### config.mk
export PLATFORM = sky130hd
export DESIGN_NAME = fft_frame_seq
export DESIGN_NICKNAME = d
export VERILOG_FILES = /design/src/rtl/fft_pkg.sv /design/src/rtl/fft_frame_seq.sv
export SDC_FILE = /design/constraint.sdc
export NUM_CORES = 1
export LEC_CHECK = 0
export ABC_AREA = 1
export ABC_CLOCK_PERIOD_IN_PS = 2800
export BUFFER_PORTS_ARGS = -buffer_cell sky130_fd_sc_hd__buf_2
export CORE_ASPECT_RATIO = 1.5
export CORE_UTILIZATION = 55
export DETAILED_ROUTE_END_ITERATION = 16
export PLACE_DENSITY_LB_ADDON = 0.25
export REMOVE_ABC_BUFFERS = 1
export SYNTH_ARGS = -nofsm -noshare
export SYNTH_HDL_FRONTEND = slang
export SYNTH_SLANG_ARGS = --single-unit
### constraint.sdc
create_clock -name clk -period 2.8 [get_ports clk]
set_input_delay 0.42 -clock clk [delete_from_list [all_inputs] [get_ports clk]]
set_output_delay 0.42 -clock clk [all_outputs]
set_load 0.05 [all_outputs]
### src/rtl/fft_pkg.sv
// ---------------------------------------------------------------------------
// fft_pkg
// Shared definitions for the FFT frame sequencer and its neighbours:
//   fft_state_t  - sequencer state encoding (IDLE, LOAD, WAIT, DONE)
//   FFT_N        - default frame length in samples
//   FFT_TIMEOUT  - default result-beat watchdog limit in cycles
//   FFT_LOG2_N   - log2 of the default frame length
// ---------------------------------------------------------------------------
package fft_pkg;

  typedef enum logic [1:0] {
    IDLE = 2'd0,
    LOAD = 2'd1,
    WAIT = 2'd2,
    DONE = 2'd3
  } fft_state_t;

  localparam int FFT_N       = 8;
  localparam int FFT_TIMEOUT = 64;
  localparam int FFT_LOG2_N  = $clog2(FFT_N);

endpackage

### src/rtl/fft_frame_seq.sv
// ---------------------------------------------------------------------------
// fft_frame_seq
// Frames a stream of signed samples into N-sample FFT input packets, then
// waits for N/2 result beats from the FFT pipeline before declaring the
// frame complete. The FFT core itself sits beside this block.
//
// Parameters:
//   N        frame length in samples (power of two, >= 4)
//   Q_IN     sample MSB index (samples are Q_IN+1 bits)
//   TIMEOUT  cycles allowed between result beats (watchdog build only)
//
// Ports:
//   clk, reset        single clock, synchronous active-high reset
//   s_valid/s_ready   sample handshake, s_data is the offered sample
//   fft_valid_in      sample strobe towards the FFT, one cycle after accept
//   fft_valid_packet  marks the last sample of the frame
//   fft_data_in       sample towards the FFT, bit-exact copy of s_data
//   fft_valid_out     one result beat (one output pair) from the FFT
//   busy              high whenever a frame is in progress
//   frame_done        one-cycle pulse when a frame completes
//   frame_count       completed frames, wraps modulo 256
//   error             sticky result-beat timeout flag
//
// Build option:
//   FFT_SEQ_TIMEOUT_EN  enables the WAIT watchdog; without it WAIT waits
//                       forever and error is tied low.
// ---------------------------------------------------------------------------
module fft_frame_seq
  import fft_pkg::*;
#(
  parameter int N       = FFT_N,
  parameter int Q_IN    = 15,
  parameter int TIMEOUT = FFT_TIMEOUT
) (
  input  logic               clk,
  input  logic               reset,
  input  logic               s_valid,
  output logic               s_ready,
  input  logic signed [Q_IN:0] s_data,
  output logic               fft_valid_in,
  output logic               fft_valid_packet,
  output logic signed [Q_IN:0] fft_data_in,
  input  logic               fft_valid_out,
  output logic               busy,
  output logic               frame_done,
  output logic [7:0]         frame_count,
  output logic               error
);

  // One extra bit over log2(N) so the counters can never overflow.
  localparam int CW = $clog2(N) + 1;
  localparam logic [CW-1:0] LAST_SAMPLE = CW'(N - 1);
  localparam logic [CW-1:0] LAST_BEAT   = CW'(N / 2 - 1);

`ifdef FFT_SEQ_TIMEOUT_EN
  localparam int WW = $clog2(TIMEOUT + 1);
  localparam logic [WW-1:0] WD_LAST = WW'(TIMEOUT - 1);
  logic [WW-1:0] wd_count;
`else
  assign error = 1'b0;
`endif

  fft_state_t    state;
  logic [CW-1:0] sample_count;
  logic [CW-1:0] beat_count;
  logic          accept;

  // A sample is taken whenever the source offers one while we are open.
  assign accept = s_valid && s_ready;

  // Sequencer: loads N samples, forwards each one a cycle later, waits for
  // N/2 result beats, pulses frame_done for one cycle and goes back to idle.
  // s_ready and busy are registered alongside the state so they always
  // describe the state the block is in during the current cycle.
  always_ff @(posedge clk) begin
    if (reset) begin
      state            <= IDLE;
      sample_count     <= '0;
      beat_count       <= '0;
      s_ready          <= 1'b1;
      busy             <= 1'b0;
      fft_valid_in     <= 1'b0;
      fft_valid_packet <= 1'b0;
      fft_data_in      <= '0;
      frame_done       <= 1'b0;
      frame_count      <= '0;
`ifdef FFT_SEQ_TIMEOUT_EN
      wd_count         <= '0;
      error            <= 1'b0;
`endif
    end else begin
      fft_valid_in     <= accept;
      fft_valid_packet <= 1'b0;
      frame_done       <= 1'b0;
      if (accept) begin
        fft_data_in <= s_data;
      end

      case (state)
        IDLE: begin
          // The first accepted sample is index 0; the counter then
          // points at the index of the next sample expected.
          if (accept) begin
            state        <= LOAD;
            sample_count <= CW'(1);
            busy         <= 1'b1;
          end
        end

        LOAD: begin
          // Gaps in s_valid simply hold the counter.
          if (accept) begin
            if (sample_count == LAST_SAMPLE) begin
              fft_valid_packet <= 1'b1;
              state            <= WAIT;
              s_ready          <= 1'b0;
              beat_count       <= '0;
`ifdef FFT_SEQ_TIMEOUT_EN
              wd_count         <= '0;
`endif
            end else begin
              sample_count <= sample_count + 1'b1;
            end
          end
        end

        WAIT: begin
          // A beat always wins over a watchdog expiry in the same cycle.
          if (fft_valid_out) begin
`ifdef FFT_SEQ_TIMEOUT_EN
            wd_count <= '0;
`endif
            if (beat_count == LAST_BEAT) begin
              state       <= DONE;
              frame_done  <= 1'b1;
              frame_count <= frame_count + 8'd1;
            end else begin
              beat_count <= beat_count + 1'b1;
            end
          end
`ifdef FFT_SEQ_TIMEOUT_EN
          else if (wd_count == WD_LAST) begin
            error        <= 1'b1;
            state        <= IDLE;
            s_ready      <= 1'b1;
            busy         <= 1'b0;
            sample_count <= '0;
          end else begin
            wd_count <= wd_count + 1'b1;
          end
`endif
        end

        DONE: begin
          state        <= IDLE;
          s_ready      <= 1'b1;
          busy         <= 1'b0;
          sample_count <= '0;
        end

        default: begin
          state <= IDLE;
        end
      endcase
    end
  end

endmodule
# Word level (Yosys, flattened, before mapping)
# Index checks and enable logic that the tools add are counted.
# word_totals
reg_bits	39
in_bits	20
out_inout_bits	30
wordCells	65
# classes
muxes	22
n_bitwise	4
add_sub_neg	3
reduce_logical	14
eq_ne	12
# ops
op	n
two-way mux 4 bit	7
inequality test 2 bit, second input constant	7
case mux 4 bit (3 select lines)	1
two-way mux 2 bit	5
AND reduction 5 bit	2
adder 4 x 1 -> 4 bit, second input constant	2
adder 8 x 1 -> 8 bit, second input constant	1
case mux 2 bit (4 select lines)	1
case mux 4 bit (2 select lines)	1
AND reduction 3 bit	2
nonzero test 2 bit	3
OR reduction 3 bit	2
two-way mux 1 bit	5
== test 2 bit, second input constant	2
== test 4 x 2 -> 1 bit, second input constant	1
== test 4 x 3 -> 1 bit, second input constant	1
inverter 1 bit	4
case mux 1 bit (2 select lines)	2
AND reduction 4 bit	1
nonzero test 3 bit	1
== test 2 x 1 -> 1 bit, second input constant	1
zero test 2 bit	1
AND reduction 2 bit	1
logical AND 1 bit	1

# Longest topological paths before layout
# Gate-level depths: netlist of the first run.
# logic_depth
ltp_word	4
depth_mapped	9
depth_no_buf	9

# Worst setup path after synthesis of the first run
# No wires, ideal clock.
# synth_path
kind	register to register
start	reg frame_count[0]
end	reg frame_count[6]
n_path_buf	0
path_stages_with_launch	7
required_ns	2.683
setup_slack_ns	1.286
setup_ns	0.117
synth_period_minus_slack_ns	1.514
arrival_time_ns	1.397
path_cell_list	dfxtp_1 -> ha_1 -> nand2_1 -> nor3_1 -> nand3_1 -> nand2_1 -> nor2_1
# synth_between
elab_chain_cells	1
# synth_lines
item	line_no	rtl
start, declared	fft_frame_seq.sv:46	output logic [7:0] frame_count,
start signal, assigned	fft_frame_seq.sv:136	frame_count <= frame_count + 8'd1;
adder 8 x 1 -> 8 bit	fft_frame_seq.sv:136	
# No other way between the ends.
# A chain may end at the register's enable or synchronous reset.

# Final worst setup path of the first run
# layout_path
start	reg state[0]
end	reg frame_count[5]
# layout_between
elab_chain_cells	2
# layout_lines
item	line_no	rtl
start, declared	fft_frame_seq.sv:63	fft_state_t state;
start signal, assigned	fft_frame_seq.sv:77	state <= IDLE;
start signal, assigned	fft_frame_seq.sv:104	state <= LOAD;
start signal, assigned	fft_frame_seq.sv:115	state <= WAIT;
== test 2 bit	fft_frame_seq.sv:99	case (state)
AND reduction 3 bit (no source line)	n/a	
# No other way between the ends.

==> results.yml, run 1 <==
outcome:
  status: "completed"
clock_tree:
  clkTransAtPathRegs_ns: 0.07
  clk_latency_ns: 0.29
  clockBufferDepth: 2
  cts_max_level: 2
  clockRootBuffer: "clkbuf_8"
  cts_made_buffers: 5
  clock_sinks: 39
  tritoncts: "yes"
  ctsResizeCount: 0
  post_cts_buffers: 0
  cts_hold_buf: 0
setup_path:
  crit_start: "state[0]$_SDFFE_PP0P_"
  crit_path_max_incr_delay_ns: 0.34
  cp-end-kind: "flip-flop"
  cp_slowest_cell: "dfxtp_1"
  worst_path_most_repeated_cell: "nand2_1"
  rr_worst_depth: 7
  start_kind: "flip-flop"
  timing.rr.start: "state[0]$_SDFFE_PP0P_"
  crit_arrival_ns: 1.79
  path_class: "flip-flop to flip-flop"
  path_max_fanout: 12
  cp.required_ns: 2.98
  path_cells: "inv_1 > ha_1 > nand2_1 > nor2_4 > nand2_1 > nor2_1 > nor3_2"
logic_synthesis:
  synth_area_leaders: "dfxtp_1 (42%), nor2_1 (12%), nand2_1 (7.8%)"
  synth-edff-count: 0
  syn_area_per_cell_um2: 7.41
  ys_seq_elements: 39
  synthTopCellsByCount: "nor2_1 (57), dfxtp_1 (39), nand2_1 (38)"
  yosysSeqAreaShare: 0.425
  synth_area_leader_cell: "dfxtp_1"
  synth.distinct_cells: 34
  dominantRegCellSynth: "dfxtp_1"
  synth.top_cell.area_share: 0.425
  ys_warn_count: 0
  netlist_area_um2: 1840
  netlist_instances: 248
  async_flop_share: 0
  synth_most_common_cell: "nor2_1"
min_path:
  min_path_cells: 3
  worstHoldStart: "s_data[12]"
  holdCritPathClass: "input pin to flip-flop"
placed_design:
  portBuffers: 48
  place_congestion: 0.797
  placed_area_um2: 2090
  hpwl_um: 2770
global_routing:
  grt_usage: 0.223
  antenna_found_initial: 0
  met3_usage: 0.0479
  met2_usage: 0.447
  grt_busiest_layer: "met2"
  grt_pass1_vias: 1536
  grt_max_degree: 30
  grt_overflow: 0
  met1_usage: 0.209
  grt_first_pass_wirelength_um: 6130
sta:
  finClkSkew_ns: 0.00364
  fmax_mhz: 622
  setup_viol: 0
  fin_crit_ns: 1.61
  grt_setup_unrepaired: "no"
  worst_pin_slew_ns: 0.752
  hold_violations: 0
  period_share: 0.575
  maxSlewHeadroom: 0.498
  finalSetupTns_ns: 0
  drv_slew: 0
power_and_ir_drop:
  peakVddDrop_mv: 0.475
  power_density_nw_per_um2: 876
  p_leak_nw: 1.03
die:
  dieHeight_um: 72.8
  core_um2: 3160
  start_util: 0.582
  dieArea_um2: 3580
  io_pins: 50
  die_w_um: 49.2
  rows: 25
detailed_routing:
  final_antenna_net_count: 0
  first_pass_iters: 4
  vias_per_cell: 5.14
  drc_errors: 0
  wl_per_cell_um: 11.2
  drt-initial-drc-count: 24
  vias: 1723
  wirelength_um: 3750
layout:
  antenna_cells: 0
  area_growth_pct: 18.2
  fin_nets: 324
  final_area_um2: 2170
  drive_gt1_frac: 0.254
  fillers: 297
run:
  maxCapViolCount: 0
-- flip-flops by register name, summed over array words and instances (netlist names) --
name and count:
fft_data_in 16, frame_count 8, beat_count 4, sample_count 4, state 2, busy 1
fft_valid_in 1, fft_valid_packet 1, frame_done 1, s_ready 1
-- area by class of cell --
type / instances / area, µm² / area share
Clock buffer: 6 / 82.6 / 0.0380
Timing Repair Buffer: 49 / 248 / 0.114
Inverter: 23 / 86.3 / 0.0397
Multi-Input combinational cell: 177 / 921 / 0.424
Tap cell: 40 / 50.0 / 0.0230
Clock inverter: 1 / 5.00 / 0.00230
Sequential cell: 39 / 781 / 0.359
-- cell families (layout without fill, tap and decap cells) --
kind of cell | Yosys count | after routing | synth area share
fa+ha+maj | 9 | 9 | 0.0613
compound gates | 42 | 42 | 0.124
simple gates | 124 | 124 | 0.309
other cells | 1 | 1 | 0.00204
xor+xnor | 1 | 1 | 0.00477
flops | 39 | 39 | 0.425
buf+inv | 32 | 79 | 0.0742
-- final timing paths --
| kind | end | slack, ns |
|---|---|---|
| min reg2reg | busy$_SDFFE_PP0P_ | 0.46 |
| min | fft_data_in[12]$_SDFFE_PP0P_ | 0.38 |
| max reg2reg | frame_count[5]$_SDFFE_PP0P_ | 1.19 |
| max | frame_count[5]$_SDFFE_PP0P_ | 1.19 |
-- report_power, final --
part	leakage, nW	internal, mW	switching (mW)
logic	0.663	0.231	0.590
registers	0.320	0.647	0.0603
clock network	0.0470	0.193	0.183
-- worst max-delay path: cells and delay by family, from the launching register on --
| family | cells | cell delay, ns |
|---|---|---|
| buffers and inverters | 1 | 0.13 |
| DFF | 1 | 0.34 |
| adders and majority gates | 1 | 0.31 |
| and+or+nand+nor | 5 | 0.70 |
-- per-stage QoR --
| step | util | total power, mW | hold slack [ns] | setup WS, ns | instances |
|---|---|---|---|---|---|
| 3_3_place_gp | 0.660 | 1.52 | 0.445 | 1.20 | 328 |
| 2_1_floorplan | - | 1.36 | 0.450 | 1.05 | 239 |
| 6_report | 0.688 | 1.90 | 0.380 | 1.19 | 335 |
| 3_5_place_dp | 0.660 | 1.54 | 0.445 | 1.20 | 328 |
| 5_1_grt | 0.688 | 2.03 | 0.398 | 0.997 | 335 |
| 4_1_cts | 0.688 | 1.92 | 0.379 | 1.18 | 335 |
-- layout by cell type (no fill, tap or decap), drive strengths merged --
cell / Yosys / final
a21oi: 13 / 13
inv: 22 / 22
or2: 1 / 1
nor4: 1 / 1
clkinv: 1 / 2
dfxtp: 39 / 39
and3: 1 / 1
nor3: 5 / 5
o211ai: 1 / 1
ha: 9 / 9
nor2: 63 / 63
a211oi: 1 / 1
nand3: 8 / 8
o21ai: 25 / 25
o21a: 1 / 1
nand2: 41 / 41
nand4: 3 / 3
nand3b: 1 / 1
o21bai: 1 / 1
conb: 1 / 1
clkbuf: 3 / 6
buf: 6 / 49
xnor2: 1 / 1
-- per-layer routing --
metal | up-vias | wire [µm]
met2 | 45 | 2040
met5 | - | 0
li1 | 882 | -
met4 | 0 | 74
met1 | 790 | 1460
met3 | 6 | 177
Power figures use the tool's default switching activity.
==> inputs of run 2 (changes only) <==
Settings changed: ABC_CLOCK_PERIOD_IN_PS 2800 to 1550, CORE_UTILIZATION 55 to 51.
Clock period 2.8 ns to 1.55 ns, I/O delays scaled along.
==> run 2 against run 1 <==
Effect of this change:
- sequential power up 82%
- register-to-register slack worse by 1.1 ns
- hold slack worse by 0.19 ns
- design area up 4.7%
- power up 92%
- routed wire length down 0.75%
- sequential share of layout area down 1.5 points
- critical path type unchanged
- die area up 7.6%
- utilization down 2.2 points
==> results.yml, run 2 (synthesized netlist as in run 1, its figures left out) <==
layout:
  largest_reg_flops: 16
  fin_nets: 331
  final_area_um2: 2280
  final_common_cell: "nor2_1"
  antenna_cells: 0
  layout_common_cells: "nor2_1 (57), buf_2 (48), nand2_1 (38)"
  reg.largest.list: "fft_data_in: 16 flops, frame_count: 8 flops"
  largest_register: "fft_data_in"
  layoutNonFillerInstCount: 345
  area_growth_pct: 23.8
  drive_gt1_frac: 0.290
global_routing:
  grt_overflow: 0
  grt_max_degree: 19
  grt_usage: 0.205
  grt_first_pass_wirelength_um: 5900
  grt_pass1_vias: 1381
  antenna_found_initial: 0
placed_design:
  placedCellCount: 334
  hpwl_um: 2770
  place_congestion: 0.891
  placed_area_um2: 2120
  portBuffers: 48
  place_ws_ns: 0.0167
detailed_routing:
  maxUsedRoutingLayer: "met4"
  vias_per_cell: 4.95
  final_antenna_net_count: 0
  wl_met3_um: 201
  wl_per_cell_um: 10.8
  wirelength_um: 3720
  route.met2.wl_um: 1890
  drc_errors: 0
  first_pass_iters: 4
  route.layer.met1.wl_um: 1570
  drt-initial-drc-count: 28
  vias: 1707
sta:
  setup_viol: 0
  drv_slew: 0
  worst_slack_ns: 0.124
  finClkSkew_ns: 0.00380
  period_share: 0.920
  whs_ns: 0.193
  fin_crit_ns: 1.43
  hold_violations: 0
  fmax_mhz: 701
  grt_setup_unrepaired: "no"
setup_path:
  path_class: "flip-flop to flip-flop"
  cp.required_ns: 1.72
  start_kind: "flip-flop"
  regToRegSetupSlack_ns: 0.12
  crit_arrival_ns: 1.60
  path_max_fanout: 5
  cp-end-kind: "flip-flop"
outcome:
  status: "completed"
die:
  die_w_um: 51.0
  rows: 26
  start_util: 0.538
  dieArea_um2: 3850
  core_um2: 3420
  io_pins: 50
  dieHeight_um: 75.5
power_and_ir_drop:
  total_power_mw: 3.66
  power_density_nw_per_um2: 1610
  peakVddDrop_mv: 1.05
  p_leak_nw: 1.08
clock_tree:
  clock_sinks: 39
  cts_max_level: 2
  clk_latency_ns: 0.29
  cts_made_buffers: 5
  clockBufferDepth: 2
  clkTransAtPathRegs_ns: 0.07
  tritoncts: "yes"
  clockRootBuffer: "clkbuf_8"
  cts_hold_buf: 0
run:
  maxCapViolCount: 0
min_path:
  holdCritPathClass: "input pin to flip-flop"
-- run 2: changes by cell type in the layout (fill, tap and decap cells not counted), sizes merged --
cell	delta
bufinv	+1
buf	+7
-- run 2: worst max-delay path, stage by stage, from the launching register on --
cell	delay [ns]
dfxtp_2	0.37
inv_1	0.10
ha_1	0.23
o21ai_1	0.17
nand2_1	0.12
nor2_4	0.15
inv_2	0.06
nand2_1	0.05
a21oi_1	0.06
-- run 2: timing repair --
item                       in CTS  in global routing
setup endpoints to repair       2                 10
buffers inserted                0                  3
gates resized for setup         1                  5
pin swaps                       0                  1
-- run 2: metal layers --
metal  track usage  vias up
li1              -      899
met1         0.224      759
met2         0.373       42
met3        0.0539        7
met4        0.0833        0
met5             0        -
-- run 2: worst paths after layout --
path	from	to	depth (start not counted)
worst min-delay path	s_data[3]	fft_data_in[3]$_SDFFE_PP0P_	3
worst max-delay path	state[1]$_SDFFE_PP0P_	sample_count[2]$_SDFFE_PP0P_	8
worst max register to register	state[1]$_SDFFE_PP0P_	sample_count[2]$_SDFFE_PP0P_	8
worst min register to register	busy$_SDFFE_PP0P_	busy$_SDFFE_PP0P_	2
-- run 2: layout make-up --
cell class | instances | area [µm²]
well taps | 42 | 52.6
repair buffers | 56 | 300
fillers | 325 | 1140
clock buffers | 6 | 82.6
inverters | 23 | 86.3
flip-flops and latches | 39 | 783
multi-input cells | 177 | 936
clock inverters | 2 | 35.0
-- run 2: power breakdown --
group	switching, mW	total, mW	internal (mW)
sequential	0.117	1.29	1.17
clock	0.337	0.857	0.520
combinational	1.07	1.51	0.446
total	1.52	3.66	2.14
-- run 2: stage by stage --
stage,util,setup TNS (ns)
2_1_floorplan,-,-2.77
3_3_place_gp,0.620,0
6_report,0.666,0
5_1_grt,0.666,0
4_1_cts,0.655,0
3_5_place_dp,0.620,0
==> inputs of run 3 (changes only) <==
Settings changed: CELL_PAD_IN_SITES_DETAIL_PLACEMENT set to 1, CELL_PAD_IN_SITES_GLOBAL_PLACEMENT set to 1, CORE_UTILIZATION 51 to 36, HOLD_SLACK_MARGIN set to 0.15.
==> run 3 against run 2 <==
Effect of this change:
- utilization decreased by 19 points
- clock power is 2% higher
- first-iteration DRC count increased by 130%
- setup slack better by 0.015 ns
- flip-flop and latch count stayed put
- combinational power is 3% higher
==> results.yml, run 3 (synthesized netlist as in run 1, its figures left out) <==
outcome:
  status: "completed"
detailed_routing:
  drc_errors: 0
  vias: 1717
  vias_per_cell: 4.67
  first_pass_iters: 4
  wirelength_um: 4450
  final_antenna_net_count: 0
  drt-initial-drc-count: 64
  wl_per_cell_um: 12.1
setup_path:
  start_kind: "flip-flop"
  worst_path_most_repeated_cell: "nand2_1"
  path_max_fanout: 5
  cp_slowest_cell: "dfxtp_2"
  crit_start: "state[1]$_SDFFE_PP0P_"
  crit_arrival_ns: 1.58
  path_cells: "inv_1 > ha_1 > o21ai_1 > nand2_1 > nor2_4 > inv_2 > nand2_1 > a21oi_1"
  cp-end-kind: "flip-flop"
  crit_path_max_incr_delay_ns: 0.37
  cp.required_ns: 1.72
  timing.rr.start: "state[1]$_SDFFE_PP0P_"
  path_class: "flip-flop to flip-flop"
power_and_ir_drop:
  peakVddDrop_mv: 0.551
  p_leak_nw: 1.07
  power_density_nw_per_um2: 1610
layout:
  fin_nets: 330
  antenna_cells: 0
  final_common_cell: "nor2_1"
  largest_reg_flops: 16
  ff_latch_area_um2: 783
  reg.largest.list: "fft_data_in: 16 flops, frame_count: 8 flops"
  fillers: 660
  largest_register: "fft_data_in"
  layout_common_cells: "nor2_1 (57), buf_2 (48), nand2_1 (37), dfxtp_1 (37), o21ai_0 (19)"
  area_growth_pct: 25.8
  postLayoutCoreUtil: 0.473
  multiInputGateArea_um2: 957
  drive_gt1_frac: 0.298
sta:
  fmax_mhz: 709
  finClkSkew_ns: 0.00231
  drv_slew: 0
  grt_setup_unrepaired: "no"
  fin_crit_ns: 1.41
  setup_viol: 0
  hold_violations: 0
  period_share: 0.910
  whs_ns: 0.195
global_routing:
  grt_usage: 0.173
  grt_first_pass_wirelength_um: 6940
  antenna_found_initial: 0
  grt_pass1_vias: 1642
  grt_max_degree: 19
  grt_overflow: 0
die:
  core_um2: 4890
  start_util: 0.376
  rows: 31
  dieArea_um2: 5400
  dieHeight_um: 89.5
  io_pins: 50
  die_w_um: 60.3
clock_tree:
  clock_sinks: 39
  clk_latency_ns: 0.29
  clkTransAtPathRegs_ns: 0.08
  post_cts_buffers: 0
  cts_made_buffers: 5
  clockRootBuffer: "clkbuf_8"
  clockBufferDepth: 2
  cts_max_level: 2
  tritoncts: "yes"
  cts_hold_buf: 0
min_path:
  holdCritPathClass: "input pin to flip-flop"
  worstHoldStart: "s_data[6]"
placed_design:
  place_congestion: 0.752
  hpwl_um: 3370
  portBuffers: 48
run:
  maxCapViolCount: 0
## run 3: metal layers
metal | vias up | share of wire | track usage
met5 | - | 0 | 0
met4 | 0 | 0.020 | 0.0782
met1 | 783 | 0.40 | 0.175
li1 | 889 | - | -
met3 | 7 | 0.052 | 0.0463
met2 | 38 | 0.52 | 0.320
## run 3: cell type report
cell class                 count  share of cell area
timing repair buffer          54               0.123
inverter                      23              0.0373
sequential                    39               0.339
clock buffer                   6              0.0357
tap                           66              0.0357
multi-input combinational    178               0.414
clock inverter                 2              0.0152
## run 3: critical path, delay by kind of cell, from the launching register on
kind                     cells  cell delay [ns]
AND/OR/NAND/NOR              3             0.33
adder cells (fa/ha/maj)      1             0.22
AO/OA/AOI/OAI                2             0.21
buffers and inverters        2             0.16
flip-flops                   1             0.37
## run 3: repair_timing
item / in CTS / in global routing
endpoints found under the setup margin: 4 / 14
resized for setup: 1 / 11
pin swaps: 0 / 2
endpoints found under the hold margin: 0 / 0
cloned: 0 / 1
## run 3: power by group
part | internal (mW) | leakage, nW | switching (mW) | total (mW)
Clock | 0.521 | 0.0612 | 0.354 | 0.875
Combinational | 0.459 | 0.686 | 1.10 | 1.56
Sequential | 1.17 | 0.321 | 0.118 | 1.29
## run 3: through the flow
step                area (µm²)  power, mW  instances  TNS, ns  setup WS [ns]
floorplan                 1790       2.46        239    -2.77         -0.198
global placement          2160       2.81        359        0         0.0678
detailed placement        2160       2.86        359  -0.0323        -0.0136
CTS                       2280       3.75        367        0         0.0405
global route              2310       4.00        368        0         0.0211
finish                    2310       3.73        368        0          0.139
## run 3: worst paths after layout
check	to	slack, ns	depth (start not counted)
worst min register to register	busy$_SDFFE_PP0P_	0.47	2
worst max-delay path	sample_count[1]$_SDFFE_PP0P_	0.14	8
worst min-delay path	fft_data_in[6]$_SDFFE_PP0P_	0.19	3
worst max register to register	sample_count[1]$_SDFFE_PP0P_	0.14	8
